--- src/rtl/txuart_fifo_if.sv ---
// Byte-stream interface for the FIFO-fronted UART transmitter: upstream
// valid/ready push channel plus the serial line and busy status.
interface txuart_fifo_if;
  logic [7:0] i_tx_byte;
  logic       i_tx_valid;
  logic       o_tx_ready;
  logic       o_uart_tx;
  logic       o_tx_busy;

  // Upstream producer side
  modport master (
    output i_tx_byte,
    output i_tx_valid,
    input  o_tx_ready,
    input  o_uart_tx,
    input  o_tx_busy
  );

  // Transmitter side
  modport slave (
    input  i_tx_byte,
    input  i_tx_valid,
    output o_tx_ready,
    output o_uart_tx,
    output o_tx_busy
  );
endinterface

--- src/rtl/txuart_fifo.sv ---
// UART transmitter (8N1, LSB first) fed by a small power-of-two byte FIFO.
// Frames are back-to-back when the FIFO still holds data at the end of a stop bit.
module txuart_fifo #(
  parameter logic [31:0] CLOCK_RATE_HZ   = 32'd25_000_000,
  parameter logic [31:0] BAUD_RATE       = 32'd115_200,
  parameter logic [31:0] CLKS_PERBAUD    = CLOCK_RATE_HZ / BAUD_RATE,
  parameter int unsigned FIFO_DEPTH_LOG2 = 2
) (
  input  logic         i_clk,
  input  logic         i_reset,
  txuart_fifo_if.slave tx_if
);

  localparam int unsigned Depth  = 1 << FIFO_DEPTH_LOG2;
  localparam int unsigned PtrW   = FIFO_DEPTH_LOG2;
  localparam int unsigned CountW = FIFO_DEPTH_LOG2 + 1;
  localparam int unsigned CntW   = $clog2(CLKS_PERBAUD);
  localparam logic [CntW-1:0]   BaudLast  = CntW'(CLKS_PERBAUD - 32'd1);
  localparam logic [CountW-1:0] CountFull = CountW'(Depth);

  typedef enum logic [1:0] {StIdle, StStart, StData, StStop} state_e;

  // FIFO storage and bookkeeping
  logic [Depth-1:0][7:0] mem_q, mem_d;
  logic [PtrW-1:0]       wr_ptr_q, wr_ptr_d;
  logic [PtrW-1:0]       rd_ptr_q, rd_ptr_d;
  logic [CountW-1:0]     count_q, count_d;

  // Serialiser state
  state_e          state_q, state_d;
  logic [CntW-1:0] baud_cnt_q, baud_cnt_d;
  logic [2:0]      bit_idx_q, bit_idx_d;
  logic [7:0]      shift_q, shift_d;
  logic            tx_q, tx_d;

  logic tx_ready;
  logic push;
  logic pop;
  logic fifo_nonempty;
  logic baud_last;
  logic [7:0] head;

  // Ready depends only on registered occupancy, never on i_tx_valid
  assign tx_ready      = (count_q != CountFull);
  assign fifo_nonempty = (count_q != '0);
  assign push          = tx_if.i_tx_valid && tx_ready;
  assign baud_last     = (baud_cnt_q == BaudLast);
  assign head          = mem_q[rd_ptr_q];

  assign tx_if.o_tx_ready = tx_ready;
  assign tx_if.o_uart_tx  = tx_q;
  assign tx_if.o_tx_busy  = (state_q != StIdle) || fifo_nonempty;

  // FIFO next state: write on push, advance read on pop, occupancy tracks the difference
  always_comb begin
    mem_d    = mem_q;
    wr_ptr_d = wr_ptr_q;
    rd_ptr_d = rd_ptr_q;
    count_d  = count_q;
    if (push) begin
      mem_d[wr_ptr_q] = tx_if.i_tx_byte;
      wr_ptr_d        = wr_ptr_q + PtrW'(1);
    end
    if (pop) begin
      rd_ptr_d = rd_ptr_q + PtrW'(1);
    end
    case ({push, pop})
      2'b10:   count_d = count_q + CountW'(1);
      2'b01:   count_d = count_q - CountW'(1);
      default: count_d = count_q;
    endcase
  end

  // Serialiser next state; the byte is latched into shift_q at pop time
  always_comb begin
    state_d    = state_q;
    baud_cnt_d = baud_cnt_q;
    bit_idx_d  = bit_idx_q;
    shift_d    = shift_q;
    tx_d       = tx_q;
    pop        = 1'b0;
    case (state_q)
      StIdle: begin
        tx_d = 1'b1;
        if (fifo_nonempty) begin
          pop        = 1'b1;
          shift_d    = head;
          baud_cnt_d = '0;
          tx_d       = 1'b0;
          state_d    = StStart;
        end
      end
      StStart: begin
        if (baud_last) begin
          baud_cnt_d = '0;
          bit_idx_d  = '0;
          tx_d       = shift_q[0];
          state_d    = StData;
        end else begin
          baud_cnt_d = baud_cnt_q + CntW'(1);
        end
      end
      StData: begin
        if (baud_last) begin
          baud_cnt_d = '0;
          if (bit_idx_q == 3'd7) begin
            tx_d    = 1'b1;
            state_d = StStop;
          end else begin
            shift_d   = shift_q >> 1;
            tx_d      = shift_q[1];
            bit_idx_d = bit_idx_q + 3'd1;
          end
        end else begin
          baud_cnt_d = baud_cnt_q + CntW'(1);
        end
      end
      StStop: begin
        if (baud_last) begin
          baud_cnt_d = '0;
          if (fifo_nonempty) begin
            // Chain straight into the next start bit, no idle gap
            pop     = 1'b1;
            shift_d = head;
            tx_d    = 1'b0;
            state_d = StStart;
          end else begin
            state_d = StIdle;
          end
        end else begin
          baud_cnt_d = baud_cnt_q + CntW'(1);
        end
      end
      default: begin
        baud_cnt_d = '0;
        tx_d       = 1'b1;
        state_d    = StIdle;
      end
    endcase
  end

  // State registers; reset aborts any frame and empties the FIFO
  always_ff @(posedge i_clk or posedge i_reset) begin
    if (i_reset) begin
      mem_q      <= '0;
      wr_ptr_q   <= '0;
      rd_ptr_q   <= '0;
      count_q    <= '0;
      state_q    <= StIdle;
      baud_cnt_q <= '0;
      bit_idx_q  <= '0;
      shift_q    <= '0;
      tx_q       <= 1'b1;
    end else begin
      mem_q      <= mem_d;
      wr_ptr_q   <= wr_ptr_d;
      rd_ptr_q   <= rd_ptr_d;
      count_q    <= count_d;
      state_q    <= state_d;
      baud_cnt_q <= baud_cnt_d;
      bit_idx_q  <= bit_idx_d;
      shift_q    <= shift_d;
      tx_q       <= tx_d;
    end
  end

endmodule
--- src/flat_wrapper.sv ---
// flat-port wrapper written by rule: the top's interface ports become plain ports
module txuart_fifo_flat 
#(
  parameter logic [31:0] CLOCK_RATE_HZ   = 32'd25_000_000,
  parameter logic [31:0] BAUD_RATE       = 32'd115_200,
  parameter logic [31:0] CLKS_PERBAUD    = CLOCK_RATE_HZ / BAUD_RATE,
  parameter int unsigned FIFO_DEPTH_LOG2 = 2
)
  (i_clk, i_reset, tx_if_i_tx_byte, tx_if_i_tx_valid, tx_if_o_tx_ready, tx_if_o_uart_tx, tx_if_o_tx_busy);
  txuart_fifo_if tx_if_i ();
  input  logic i_clk;
  input  logic i_reset;
  input wire logic [$bits(tx_if_i.i_tx_byte)-1:0] tx_if_i_tx_byte;
  input wire logic [$bits(tx_if_i.i_tx_valid)-1:0] tx_if_i_tx_valid;
  output wire logic [$bits(tx_if_i.o_tx_ready)-1:0] tx_if_o_tx_ready;
  output wire logic [$bits(tx_if_i.o_uart_tx)-1:0] tx_if_o_uart_tx;
  output wire logic [$bits(tx_if_i.o_tx_busy)-1:0] tx_if_o_tx_busy;
  assign tx_if_i.i_tx_byte = tx_if_i_tx_byte;
  assign tx_if_i.i_tx_valid = tx_if_i_tx_valid;
  assign tx_if_o_tx_ready = tx_if_i.o_tx_ready;
  assign tx_if_o_uart_tx = tx_if_i.o_uart_tx;
  assign tx_if_o_tx_busy = tx_if_i.o_tx_busy;
  txuart_fifo #(.CLOCK_RATE_HZ(CLOCK_RATE_HZ), .BAUD_RATE(BAUD_RATE), .CLKS_PERBAUD(CLKS_PERBAUD), .FIFO_DEPTH_LOG2(FIFO_DEPTH_LOG2)) u_core (.i_clk(i_clk), .i_reset(i_reset), .tx_if(tx_if_i));
endmodule
--- config.mk ---
export PLATFORM = sky130hd
export DESIGN_NAME = txuart_fifo_flat
export DESIGN_NICKNAME = d
export VERILOG_FILES = /design/src/rtl/txuart_fifo_if.sv /design/src/rtl/txuart_fifo.sv /design/src/flat_wrapper.sv
export SDC_FILE = /design/constraint.sdc
export NUM_CORES = 1
export LEC_CHECK = 0
export CORE_UTILIZATION = 25
export CTS_CLUSTER_DIAMETER = 50
export DETAILED_ROUTE_END_ITERATION = 8
export GPL_TIMING_DRIVEN = 0
export SETUP_SLACK_MARGIN = 0.1
export SYNTH_ARGS = -nofsm -noshare
export SYNTH_HDL_FRONTEND = slang
export SYNTH_SLANG_ARGS = --single-unit
--- constraint.sdc ---
create_clock -name i_clk -period 3.5 [get_ports i_clk]
set_clock_uncertainty 0.1 [all_clocks]
set_input_delay 0.875 -clock i_clk [delete_from_list [all_inputs] [get_ports i_clk]]
set_output_delay 0.875 -clock i_clk [all_outputs]
set_load 0.005 [all_outputs]
== Word level (Yosys, flattened, before mapping) ==
Index checks and enable logic that the tools add are counted.

* Muxes and demuxes: 35
* Reductions and logical operators: 14
* $add $sub $neg: 6
* Order comparisons: 3
* Eq/ne operators: 15

{| class="wikitable"
|+ Operators by type and width
! cell !! count
|-
| $mux W8 || 8
|-
| $bwmux W32 || 1
|-
| $pmux W8 S3 || 1
|-
| $bmux W8 S2 || 1
|-
| $demux W8 S2 || 1
|-
| $pmux W8 S2 || 1
|-
| $ne A2 B1 Y1 const B || 6
|-
| $pmux W3 S2 || 2
|-
| $reduce_and A4 Y1 || 3
|-
| $mux W2 || 5
|-
| $mux W1 || 9
|-
| $mux W3 || 3
|-
| $add A8 B1 Y8 const B || 1
|-
| $eq A8 B8 Y1 const B || 1
|-
| $pmux W2 S4 || 1
|-
| $add A3 B1 Y3 const B || 2
|-
| $eq A2 B2 Y1 const B || 3
|-
| $lt A2 B3 Y1 const B || 2
|-
| $reduce_bool A2 Y1 || 3
|-
| $reduce_bool A3 Y1 || 2
|-
| $reduce_and A5 Y1 || 1
|-
| $add A2 B1 Y2 const B || 2
|-
| $eq A2 B1 Y1 const B || 2
|-
| $pmux W1 S4 || 1
|-
| 10 further kinds || 11
|}

* Register bits after elaboration: 61
* Input bits: 11
* Word-level logic and storage cells: 85
* Output and inout bits: 3

== Logic depth before layout (Yosys ltp) ==
* Depth after elaboration: 6
* Depth in mapped cells: 11
* Gate-level depth less buffers: 10

== Worst setup path before layout ==
OpenSTA, ideal clock, no wires.

* Kind: flip-flop to flip-flop
* Start point: register u_core.baud_cnt_q[0]
* End point: register u_core.count_q[2]
* Buffers on the path: 1
* Setup slack: 1070 ps
* Setup time: 126 ps
* Arrival time: 2204 ps
* Cell stages (with the launch flop): 12
* Period minus slack after synthesis: 2430 ps
* Data required time: 3274 ps
* Cell sequence: dfrtp_1 > inv_1 > ha_1 > and4b_1 > buf_4 > a31oi_1 > nor3_1 > ha_1 > fa_1 > xnor2_1 > nor2_1 > xor2_1

* Cells in the longest elaborated chain, start to end: 5
* Elaborated cells between the ends (all ways): 7
* Those cells by class: 3 x eq/ne; 3 x mux; 1 x reduce/logical

{| class="wikitable"
|+ Ends and longest elaborated chain
! element !! RTL line !! source
|-
| start, declared || txuart_fifo.sv:31 || <nowiki>logic [CntW-1:0] baud_cnt_q, baud_cnt_d;</nowiki>
|-
| start signal, assigned || txuart_fifo.sv:160 || <nowiki>baud_cnt_q <= baud_cnt_d;</nowiki>
|-
| $eq A8 B8 Y1 * || txuart_fifo.sv:47 || <nowiki>assign baud_last = (baud_cnt_q == BaudLast);</nowiki>
|-
| $mux W1 * || txuart_fifo.sv:119 || <nowiki>if (baud_last) begin</nowiki>
|-
| $pmux W1 S2 * || txuart_fifo.sv:82 || <nowiki>case (state_q)</nowiki>
|-
| named net u_core.pop || txuart_fifo.sv:38 || <nowiki>logic pop;</nowiki>
|-
| $eq A2 B1 Y1 or $eq A2 B2 Y1 (tied branches) || txuart_fifo.sv:67 || <nowiki>case ({push, pop})</nowiki>
|-
| $pmux W3 S2 or $reduce_bool A2 Y1 (tied branches) || n/a ||
|-
| end signal, assigned || txuart_fifo.sv:158 || <nowiki>count_q <= count_d;</nowiki>
|-
| end, declared || txuart_fifo.sv:27 || <nowiki>logic [CountW-1:0] count_q, count_d;</nowiki>
|}

The timed path passes the listed nets; every way through them passes the cells marked *.
A chain may end at the register's enable or synchronous reset.

== Worst setup path in the final report ==
* Start point: register u_core.state_q[1]
* End point: output tx_if_o_tx_busy

* Cells in the longest elaborated chain, start to end: 2

{| class="wikitable"
|+ Ends and longest elaborated chain
! element !! RTL line !! source
|-
| start, declared || txuart_fifo.sv:30 || <nowiki>state_e state_q, state_d;</nowiki>
|-
| start signal, assigned || txuart_fifo.sv:149 || <nowiki>state_q <= StIdle;</nowiki>
|-
| start signal, assigned || txuart_fifo.sv:159 || <nowiki>state_q <= state_d;</nowiki>
|-
| $reduce_bool A2 Y1 || txuart_fifo.sv:52 || <nowiki>assign tx_if.o_tx_busy = (state_q != StIdle) || fifo_nonempty;</nowiki>
|-
| $logic_or A1 B1 Y1 || txuart_fifo.sv:52 ||
|-
| end, declared || flat_wrapper.sv:17 || <nowiki>output wire logic [$bits(tx_if_i.o_tx_busy)-1:0] tx_if_o_tx_busy;</nowiki>
|}

Every way passes these cells.

==> implementation parameters <==
Parameter                              Value

Floorplan
  Initial Util ... 25.75%
  Die ar. ... 12930 sq um
  I/O pins ... 14
  Area of the core ... 12110 sq um
  Count of standard-cell rows ... 40
  Die boundary width ... 113.7 microns
  Vertical extent of the die ... 113.7 microns

Timing
  Worst path setup slack after routing ... 0.3742 ns
  Slew at the pin closest to its max-slew limit ... 0.6488 ns
  Peak Freq ... 0.3199 GHz
  Min Hold Slack ... 0.4058 ns
  Worst relative slew slack ... 56.75%
  Period utilization ... 89.31%
  Number of endpoints with negative hold slack in the final report ... 0
  Finish-stage setup viols ... 0
  Setup repair after global routing missed its margin ... false
  Number of slew-limit violations in the final report ... 0
  Period minus WS final ... 3.126 ns

Clock network
  Post_cts resized ... 0
  H-tree levels ... 3
  Clock latency of the later-clocked register in the worst-skew pair ... 0.32 ns
  CTS clock-pin slew for the worst setup and hold paths ... 0.05 ns
  Clock tree from TritonCTS ... yes
  Num CTS Buffers ... 9
  Longest Clk Path Bufs ... 2
  Number of buffers inserted by hold repair at cts ... 0
  Number of sinks driven by the clock tree ... 61
  Count of buffers added by post-CTS timing repair for setup ... 0
  Clock Tree Root ... sky130_fd_sc_hd__clkbuf_16

Run status
  Status ... finished clean

Worst setup path
  Slowest stage delay, CP ... 0.55 ns
  Dominant delay contributor by cell family on the critical path ... buffers and inverters
  Slack of the worst reg-to-reg path ... 0.83 ns
  Startpoint-to-endpoint class of the critical path ... flop to primary output
  Data required time of the worst path ... 2.52 ns
  Most frequent CP cell ... sky130_fd_sc_hd__inv_1
  Kind of end point of the critical path ... primary output
  Buffering stage count on the worst path with inverters included ... 3
  Max stage delay cell, worst path ... sky130_fd_sc_hd__clkdlybuf4s50_1
  Category of the worst setup path launch point ... flop
  Data arrival time of the critical path ... 2.15 ns
  CP Cell Sequence ... inv_1 > ha_1 > and2_1 > inv_1 > clkdlybuf4s50_1
  CP Max Fanout ... 7

Layout
  Total area of sequential cells ... 1528 sq um
  Number of nets in the final layout ... 288
  Syn-to-layout area delta ... 20.54%
  Highest-count cells in the layout ignoring fill and taps ... sky130_fd_sc_hd__dfrtp_1, sky130_fd_sc_hd__mux2_2, sky130_fd_sc_hd__ha_1
  Total inserted antenna cells ... 0
  Share of layout cells above drive strength 1 ... 31.95%
  Total area of multi-input combinational cells ... 1500 sq um
  Fill count ... 1253
  Most common cell after layout, fill and taps aside ... sky130_fd_sc_hd__dfrtp_1

Worst hold path
  Tightest Hold Check Type ... flop to flop

Global routing
  Number of global-route vias before repair ... 1898
  Largest net degree at the start of global routing ... 44
  Wire length of the first global-routing pass ... 9.522 mm
  Remaining global-route overflow ... 0
  Antenna violations before repair ... 0
  Global routing usage summed across all routing layers ... 9.677%

Place
  Number of I/O port buffers ... 13
  Detail Placement HPWL ... 4.017 mm
  Post-Place Setup Slack ... 0.4988 ns
  Gpl congestion ... 0.7728

Synth
  Count of different cell masters after synthesis ... 42
  Fraction of synthesis flops using an asynchronous set or reset pin ... 100.0%
  Library cell occupying the most area in the post-synthesis netlist ... sky130_fd_sc_hd__dfrtp_1
  Net Count, Synth ... 263
  Share of the yosys chip area belonging to registers ... 48.98%
  Syn Std Cell Area ... 3119 sq um
  Syn avg cell area ... 13.22 sq um
  Gate Count Post-Synth ... 236
  Yosys reg bits ... 61
  Leading register cell type out of synthesis ... sky130_fd_sc_hd__dfrtp_1
  Number of enable-type register cells in the synthesized netlist ... 0
  Number of synthesis warnings ... 0
  Top cells by area, synth ... sky130_fd_sc_hd__dfrtp_1, sky130_fd_sc_hd__mux2_2, sky130_fd_sc_hd__ha_1, sky130_fd_sc_hd__mux4_2, sky130_fd_sc_hd__mux2_4
  Synth top area share ... 48.13%

Flow run
  Max-Cap Viols ... 0

Power and ir drop
  Overall power consumption ... 3.590 mW
  Power per cell area ... 955.0 nW/um^2
  Max IR drop VDD ... 0.4193 mV
  Static leakage ... 1.618 nW

Detailed routing
  Detailed-route wire length per cell ... 13.40 microns
  Via/cell ratio ... 4.300
  DR pass1 iterations ... 5
  Antenna-violating nets left ... 0
  Detailed-route via count ... 1866
  Initial DRC count ... 100
  Final routed DRC violation total ... 0
  Sum of routed wire length over all layers ... 5.817 mm
==> area by class of cell <==
type,count,area share (%)
plain buffers,7,1.331
multi-input cells,157,39.90
flip-flops and latches,61,40.63
repair buffers,14,3.993
inverters,11,1.098
clock inverters,3,0.5324
clock buffers,13,6.922
well taps,168,5.591
==> power by group <==
part	leakage, nW	internal (mW)	switching (mW)
Sequential	0.738	1.05	0.211
Clock	0.132	0.516	0.298
Combinational	0.748	0.883	0.629
Total	1.62	2.45	1.14
==> cell usage after synthesis (all sizes together) (2+ instances only) <==
| cell | count |
|---|---|
| a21oi | 7 |
| a22o | 5 |
| a31oi | 5 |
| and2 | 3 |
| buf | 5 |
| clkbuf | 2 |
| dfrtp | 60 |
| ha | 15 |
| inv | 11 |
| mux2 | 49 |
| mux4 | 8 |
| nand2 | 14 |
| nand3 | 5 |
| nor2 | 9 |
| nor3 | 3 |
| o21a | 2 |
| o21ai | 6 |
| o221ai | 2 |
| xnor2 | 5 |
| xor2 | 4 |
==> registers in the layout, indices dropped and copies added (netlist names) <==
name and cells:
u_core.rd_ptr_q 2, u_core.wr_ptr_q 2, u_core.count_q 3, u_core.baud_cnt_q 8, u_core.shift_q 8, u_core.state_q 2
u_core.mem_q 32, u_core.tx_if.o_uart_tx 1, u_core.bit_idx_q 3
==> path summary, 6_finish.rpt <==
check | cells past startpoint | endpoint | startpoint
min in group asynchronous | 2 | u_core.baud_cnt_q[5]$_DFFE_PP0N_ | i_reset
hold / removal | 1 | u_core.mem_q[18]$_DFFE_PP0P_ | u_core.mem_q[18]$_DFFE_PP0P_
max in group asynchronous | 3 | u_core.mem_q[21]$_DFFE_PP0P_ | i_reset
hold reg to reg | 1 | u_core.mem_q[18]$_DFFE_PP0P_ | u_core.mem_q[18]$_DFFE_PP0P_
setup reg to reg | 11 | u_core.count_q[2]$_DFFE_PP0P_ | u_core.baud_cnt_q[0]$_DFFE_PP0N_
setup / recovery | 5 | tx_if_o_tx_busy | u_core.state_q[1]$_DFFE_PP0P_
==> metal layers <==
metal	part of all wire, %	wire [microns]	track usage [%]	vias to the layer above
li1	-	-	-	905
met1	50	2910	12.73	933
met2	46	2695	14.84	21
met3	2.6	150	2.604	7
met4	1.0	61	4.474	0
met5	0	0	0	-
==> logic make-up (layout without fill, tap and decap cells) <==
group           count (synthesis)  after routing  synth area share, %
fa+ha+maj                      16             16                6.659
buf+inv                        18             48                2.928
mux                            58             58                24.63
flops                          61             61                48.98
xor+xnor                        9              9                2.527
compound gates                 33             33                7.742
simple gates                   41             41                6.538
==> per-stage QoR <==
step | utilization (%) | cells | setup TNS (ns) | instance area, sq um
finish | 31.04 | 434 | 0 | 3760
global route | 31.04 | 434 | 0 | 3760
CTS | 31.04 | 434 | 0 | 3760
detailed placement | 28.73 | 418 | 0 | 3480
global placement | 28.56 | 417 | -7.795 | 3460
floorplan | - | 236 | 0 | 3119
No activity file was read; power rests on OpenSTA's default activity.
